`src/rtl/fm_display_mux.sv`:
```
// Captures a 3-digit BCD frequency-meter result on the falling edge of nDONE and scans it
// onto a multiplexed 7-segment display. Optional macro FM_DISP_LZB_EN enables leading-zero blanking.
module fm_display_mux #(
    parameter int unsigned SCAN_DIV = 4
) (
    input  logic       CLK,
    input  logic       nCLR,
    input  logic [3:0] QH,
    input  logic [3:0] QD,
    input  logic [3:0] QU,
    input  logic       Q_OVF,
    input  logic       nDONE,
    output logic [6:0] SEG,
    output logic [2:0] AN,
    output logic       OVF_LED,
    output logic       VALID
);

    localparam logic [15:0] LP_LAST = 16'(SCAN_DIV - 1);

    typedef enum logic [1:0] {
        S_U = 2'd0,
        S_D = 2'd1,
        S_H = 2'd2
    } state_t;

    state_t      r_state;
    logic [15:0] r_presc;
    logic        r_sync1;
    logic        r_sync2;
    logic        r_prev;
    logic [3:0]  r_h;
    logic [3:0]  r_d;
    logic [3:0]  r_u;
    logic        r_ovf;
    logic        r_valid;
    logic [6:0]  r_seg;
    logic [2:0]  r_an;

    logic        w_capture;
    logic        w_blankH;
    logic        w_blankD;
    logic        w_blank;
    logic [3:0]  w_digit;
    logic [2:0]  w_an;
    logic [6:0]  w_seg;

    function automatic logic [6:0] decode(input logic [3:0] v);
        logic [6:0] s;
        case (v)
            4'd0:    s = 7'b1000000;
            4'd1:    s = 7'b1111001;
            4'd2:    s = 7'b0100100;
            4'd3:    s = 7'b0110000;
            4'd4:    s = 7'b0011001;
            4'd5:    s = 7'b0010010;
            4'd6:    s = 7'b0000010;
            4'd7:    s = 7'b1111000;
            4'd8:    s = 7'b0000000;
            4'd9:    s = 7'b0010000;
            default: s = 7'b0111111;
        endcase
        return s;
    endfunction

    assign w_capture = r_prev & ~r_sync2;

`ifdef FM_DISP_LZB_EN
    assign w_blankH = (r_h == 4'd0);
    assign w_blankD = (r_h == 4'd0) && (r_d == 4'd0);
`else
    assign w_blankH = 1'b0;
    assign w_blankD = 1'b0;
`endif

    // nDONE is asynchronous: two flops to synchronize, a third to find its falling edge
    always_ff @(posedge CLK or negedge nCLR) begin
        if (!nCLR) begin
            r_sync1 <= 1'b1;
            r_sync2 <= 1'b1;
            r_prev  <= 1'b1;
            r_h     <= 4'd0;
            r_d     <= 4'd0;
            r_u     <= 4'd0;
            r_ovf   <= 1'b0;
            r_valid <= 1'b0;
        end else begin
            r_sync1 <= nDONE;
            r_sync2 <= r_sync1;
            r_prev  <= r_sync2;
            if (w_capture) begin
                r_h     <= QH;
                r_d     <= QD;
                r_u     <= QU;
                r_ovf   <= Q_OVF;
                r_valid <= 1'b1;
            end
        end
    end

    always_comb begin
        w_digit = r_u;
        w_an    = 3'b110;
        w_blank = 1'b0;
        w_seg   = 7'b1111111;
        case (r_state)
            S_D: begin
                w_digit = r_d;
                w_an    = 3'b101;
                w_blank = w_blankD;
            end
            S_H: begin
                w_digit = r_h;
                w_an    = 3'b011;
                w_blank = w_blankH;
            end
            default: begin
                w_digit = r_u;
                w_an    = 3'b110;
                w_blank = 1'b0;
            end
        endcase
        if (!r_valid || w_blank) begin
            w_an  = 3'b111;
            w_seg = 7'b1111111;
        end else begin
            w_seg = decode(w_digit);
        end
    end

    // Scan FSM; the display outputs trail the state by one registered cycle
    always_ff @(posedge CLK or negedge nCLR) begin
        if (!nCLR) begin
            r_presc <= 16'd0;
            r_state <= S_U;
            r_seg   <= 7'b1111111;
            r_an    <= 3'b111;
        end else begin
            r_seg <= w_seg;
            r_an  <= w_an;
            if (r_presc == LP_LAST) begin
                r_presc <= 16'd0;
                case (r_state)
                    S_U:     r_state <= S_D;
                    S_D:     r_state <= S_H;
                    default: r_state <= S_U;
                endcase
            end else begin
                r_presc <= r_presc + 16'd1;
            end
        end
    end

    assign SEG     = r_seg;
    assign AN      = r_an;
    assign OVF_LED = r_ovf;
    assign VALID   = r_valid;

endmodule

```
`config.mk`:
```
export PLATFORM = sky130hd
export DESIGN_NAME = fm_display_mux
export DESIGN_NICKNAME = d
export VERILOG_FILES = /design/src/rtl/fm_display_mux.sv
export SDC_FILE = /design/constraint.sdc
export NUM_CORES = 1
export LEC_CHECK = 0
export CAP_MARGIN = 20
export CORE_UTILIZATION = 50
export CTS_CLUSTER_SIZE = 28
export DETAILED_ROUTE_END_ITERATION = 16
export MAX_ROUTING_LAYER = met4
export PLACE_DENSITY = 0.72
export SYNTH_ARGS = -nofsm -noshare
export SYNTH_HDL_FRONTEND = slang
export SYNTH_SLANG_ARGS = --single-unit
```
`constraint.sdc`:
```
create_clock -name CLK -period 5.4 [get_ports CLK]
set_input_delay 0.54 -clock CLK [delete_from_list [all_inputs] [get_ports CLK]]
set_output_delay 0.54 -clock CLK [all_outputs]
set_load 0.02 [all_outputs]
```
### Word-level counts from Yosys, hierarchy flattened

Memory sizes are Yosys's and may differ from the RTL's.
Cells that the tools add are included.

* logic and storage cells: 26
* memory bits (read-only): 112
* memories: 1
* bits of input ports: 16
* output and inout port bits: 12
* register bits after elaboration: 45

* eq/ne operators: 3
* reduce and logical (&&, ||, !) cells: 1
* add/sub/neg operators: 1
* bitwise logic cells: 2
* multiplexer cells: 6

Memory list
* (name not given): words 16, bits a word 7, read ports 1, clocked after Yosys merged registers in 0, write ports 0, line 50 `case (v)`

Operator list (number)
* $add 16x1->16 const B: 1
* $eq 16x2->1 const B: 1
* $mux 16: 1
* $pmux 4 s2: 1
* $mux 7: 1
* $pmux 3 s2: 1
* $pmux 2 s2: 1
* $mux 3: 1
* $eq 2x1->1 const B: 1
* $eq 2x2->1 const B: 1
* $logic_not 2->1: 1
* $and 1x1->1: 1
* $not 1->1: 1

### Depth between registers and ports, before layout

An unclocked memory read counts as a cell.

* depth in word-level cells: 4
* mapped depth: 10
* mapped depth without buffers: 9

### Worst setup path after synthesis

No wires, ideal clock.

* kind: register to register
* start point: register r_state[0]
* end point: register r_seg[3] (netlist: SEG[3])
* arrival time: 1791 ps
* buffers on the path: 1
* library setup time: 86 ps
* clock period less this slack: 1877 ps
* cell stages (with the launch flop): 11
* slack: 3523 ps
* cell sequence: dfrtp_1 > inv_1 > ha_1 > buf_4 > nor2_1 > a21oi_2 > inv_1 > ha_1 > inv_1 > o21ai_0 > nand3_1

* word-level cells in the longest chain between the ends: 4

Ends and longest elaborated chain
* from (decl): line 27 `state_t r_state;`
* from (signal assigned): line 135 `r_state <= S_U;`
* from (signal assigned): line 144 `S_U: r_state <= S_D;`
* from (signal assigned): line 145 `S_D: r_state <= S_H;`
* $eq 2x2->1 or $eq 2x1->1 (tied branches): line 106 `case (r_state)`
* $pmux 4 s2 *: line 106
* $mem_v2 16x7 *
* $mux 7 *: line 123 `if (!r_valid || w_blank) begin`
* named net w_seg[3]: line 46 `logic [6:0] w_seg;`
* to (signal assigned): line 139 `r_seg <= w_seg;`
* to (decl): line 37 `logic [6:0] r_seg;`

Mark *: on every way through the listed nets, which the timed path passes. The rest lies on a longest branch.
A chain may end at the register's enable or synchronous reset.

### Worst setup path in the final report

Same ends and word-level chain as after synthesis.

==> run_results.csv <==
group,metric,value,unit
place,gp_congestion,0.763,
synth,syn_nets,189,
min_path,hold_path_class,"flip-flop to flip-flop",
global_route,grtUsageTotal,0.193,
power_and_ir_drop,vdd_drop_max,0.194,mV
final_layout,n_fill_cell,300,
global_route,grt_antenna_before_repair,0,
clock_tree,cts.clk_slew.worst_paths,0.08,ns
min_path,whs_endpoint,"r_sync2$_DFF_PN1_",
power_and_ir_drop,power_frac_clock,0.279,
synth,ys_types,37,
power_and_ir_drop,comb_power_share,0.171,
synth,seq_area_frac_synth,0.572,
drt,final_antenna_net_count,0,
global_route,grt_max_degree,46,
synth,async_reset_ff_frac,1.00,
timing,slew-limit-headroom,0.395,
clock_tree,clock_path_buffers,2,
drt,vias,1280,
timing,fmaxAchievable,446,MHz
synth,yosysTopAreaCellShare,0.401,
timing,finalSetupViolations,0,
timing,fin_crit_sh,0.415,
power_and_ir_drop,total_power,0.000702,W
final_layout,layout-drive-gt1-share,0.206,
synth,syn_area,2000,µm²
floorplan,io_pins,28,
timing,rsz0062_at_grt,"no",
synth,synthTopCellsByArea,"dfrtp_1 (40%), dfstp_2 (17%), mux2_2 (7.9%)",
drt,drc,0,
run,max-cap-violations,0,
timing,hold_ws,0.359,ns
critical_path,critical_path_class,"flip-flop to flip-flop",
critical_path,r2r_slack,3.16,ns
critical_path,r2r_end,"SEG[3]$_DFF_PN1_",
power_and_ir_drop,pwr-share-seq,0.550,
final_layout,seqCellArea,1140,µm²
drt,dr.pass1.iters,4,
synth,synth_edf_count,0,
clock_tree,cts_max_level,2,
clock_tree,insertion_delay,0.30,ns
timing,fin_crit,2.24,ns
clock_tree,ctsResizeCount,0,
critical_path,worstPathRequired,5.62,ns
timing,fin_ws,3.16,ns
floorplan,die_width,65.2,µm
clock_tree,cts-root-buf,"clkbuf_8",
place,post-place-ws,3.21,ns
clock_tree,hold_buffers,0,
timing,drv_slew,0,
timing,hold_viol_final,0,
timing,clock_skew,0.0125,ns
critical_path,r2r_start,"r_state[0]$_DFFE_PN0N_",
drt,routed_wl,3240,µm
place,portBuffers,27,
clock_tree,tritoncts,"yes",
floorplan,initial_utilization,0.534,
synth,avgSynthCellArea,12.1,µm²
power_and_ir_drop,sw_frac_of_total,0.250,
floorplan,die_area,4250,µm²
min_path,worstHoldPathCells,0,
drt,vias_per_cell,5.29,
critical_path,crit_arrival,2.46,ns
synth,synth_top_cell_by_area,"dfrtp_1",
global_route,grt_pass1_vias,1321,
critical_path,cp-start-kind,"flip-flop",
floorplan,rows,22,
power_and_ir_drop,p_int,0.000526,W
floorplan,fp.coreArea,3740,µm²
critical_path,endpoint_kind,"flip-flop",
floorplan,dieHeight,65.2,µm
final_layout,multi_input_area,790,µm²
drt,wl_per_cell,13.4,µm
drt,first_iter_violations,45,
min_path,hp-start,"r_sync1$_DFF_PN1_",
power_and_ir_drop,powerDensity,296,nW/µm²
critical_path,r2r_cells,9,
global_route,grt_pass1_wl,5880,µm
final_layout,areaGrowthSynthToFinish,18.8,%
timing,tightest_slew,0.907,ns
synth,ys_seq_elements,45,
synth,synth_ff_type,"dfrtp_1",
final_layout,nNetsFinal,217,
run_status,status,"completed",
critical_path,cp_max_fo,11,
final_layout,diodes,0,
power_and_ir_drop,leakage,0.999,nW
clock_tree,cts_setup_buffers,0,
clock_tree,cts_buffers,5,
synth,syn_inst,165,
clock_tree,cts.sinks,45,
synth,ys_warn_count,0,
global_route,grt_overflow,0,
place,hpwl,2330,µm
timing,fin_setup_tns,0,ns
power_and_ir_drop,p_switching,0.000176,W
==> cells in the final DEF (no fill, tap or decap) <==
cell             Yosys  layout
a21oi_1              3       3
mux2_2              14      14
and4_1               1       1
buf_2                2       1
clkbuf_1             2       3
nor2_1              12      12
or2_2                1       1
clkdlybuf4s50_1      0      26
a211oi_1             2       2
buf_6                0       1
clkbuf_8             0       5
ha_1                 8       8
xnor2_1              9       9
nor3_2               1       1
nor3b_1              1       1
nor4b_1              1       1
nand3_1              9       9
nor3_1               2       2
nor2b_1              2       2
a21o_1               1       1
and3_1               2       2
o311ai_1             1       1
or4b_1               1       1
o21a_1               1       1
nand4_1              3       3
o21ai_0              3       3
a21oi_2              1       1
dfrtp_1             32      32
nor4_1               2       2
a21boi_1             1       1
o21ai_1              5       5
a21oi_4              1       1
a22oi_2              2       2
a22oi_1              3       3
inv_1                7       7
nand2_1              8       8
xor2_1               4       4
nand2b_1             1       1
dfstp_2             13      13
==> logic make-up after synthesis <==
kind of cell             Yosys count  synth area share
buffers and inverters             14            0.0332
XOR/XNOR                          13            0.0570
AND/OR/NAND/NOR                   47             0.122
flip-flops                        45             0.572
adder cells (fa/ha/maj)            8            0.0501
AO/OA/AOI/OAI                     24            0.0870
multiplexers                      14            0.0789
==> cell usage after synthesis (all sizes together) (7+ instances only) <==
cell	count
dfrtp	32
mux2	14
dfstp	13
nor2	12
nand3	9
xnor2	9
ha	8
nand2	8
o21ai	8
inv	7
==> layout make-up <==
cell class / instances / area share
flip-flops and latches: 45 / 0.481
multi-input cells: 106 / 0.332
repair buffers: 28 / 0.116
clock buffers: 8 / 0.0337
well taps: 48 / 0.0253
inverters: 7 / 0.0111
==> routing by layer <==
| metal | wire (µm) | global-route usage | vias up | share of wire |
|---|---|---|---|---|
| met4 | 102 | 0.117 | 0 | 0.032 |
| met5 | 0 | - | - | 0 |
| met2 | 1710 | 0.325 | 26 | 0.53 |
| met1 | 1320 | 0.213 | 621 | 0.41 |
| li1 | - | - | 622 | - |
| met3 | 111 | 0.0365 | 11 | 0.034 |
==> per-stage QoR <==
stage / util / area (µm²) / cells
after floorplan: - / 2000 / 165
after global placement: 0.610 / 2280 / 233
after detailed placement: 0.610 / 2280 / 233
after CTS: 0.631 / 2360 / 241
after global routing: 0.634 / 2370 / 242
final: 0.634 / 2370 / 242
==> flip-flops by register name, indices dropped and copies added, names as in the netlist <==
| register | flops |
|---|---|
| AN | 3 |
| OVF_LED | 1 |
| SEG | 7 |
| VALID | 1 |
| r_d | 4 |
| r_h | 4 |
| r_presc | 16 |
| r_prev | 1 |
| r_state | 2 |
| r_sync1 | 1 |
| r_sync2 | 1 |
| r_u | 4 |
==> power by group through the flow <==
stage / Clock [W] / Sequential, W / Combinational, W
finish: 0.000196 / 0.000386 / 0.000120
global route: 0.000217 / 0.000390 / 0.000133
CTS: 0.000203 / 0.000387 / 0.000120
detailed placement: 0 / 0.000393 / 0.000120
global placement: 0 / 0.000392 / 0.000116
floorplan: 0 / 0.000409 / 0.0000533
==> worst max-delay path by stage <==
stage                                 startpoint          endpoint  slack [ns]  depth (start not counted)
after floorplan           r_state[0]$_DFFE_PN0N_  SEG[3]$_DFF_PN1_        3.52                         10
after global placement    r_state[0]$_DFFE_PN0N_  SEG[3]$_DFF_PN1_        3.37                          9
after detailed placement  r_state[0]$_DFFE_PN0N_  SEG[3]$_DFF_PN1_        3.21                          9
after CTS                 r_state[0]$_DFFE_PN0N_  SEG[3]$_DFF_PN1_        3.18                          9
after global routing      r_state[0]$_DFFE_PN0N_  SEG[3]$_DFF_PN1_        2.99                          9
final                     r_state[0]$_DFFE_PN0N_  SEG[3]$_DFF_PN1_        3.16                          9
==> critical path, cell delays in order (launching register included) <==
cell	delay, ns
dfrtp_1	0.38
inv_1	0.09
ha_1	0.50
nor2_1	0.11
a21oi_2	0.35
inv_1	0.11
ha_1	0.32
inv_1	0.04
o21ai_0	0.17
nand3_1	0.11
Note: power is estimated with default switching activity, not from simulation.
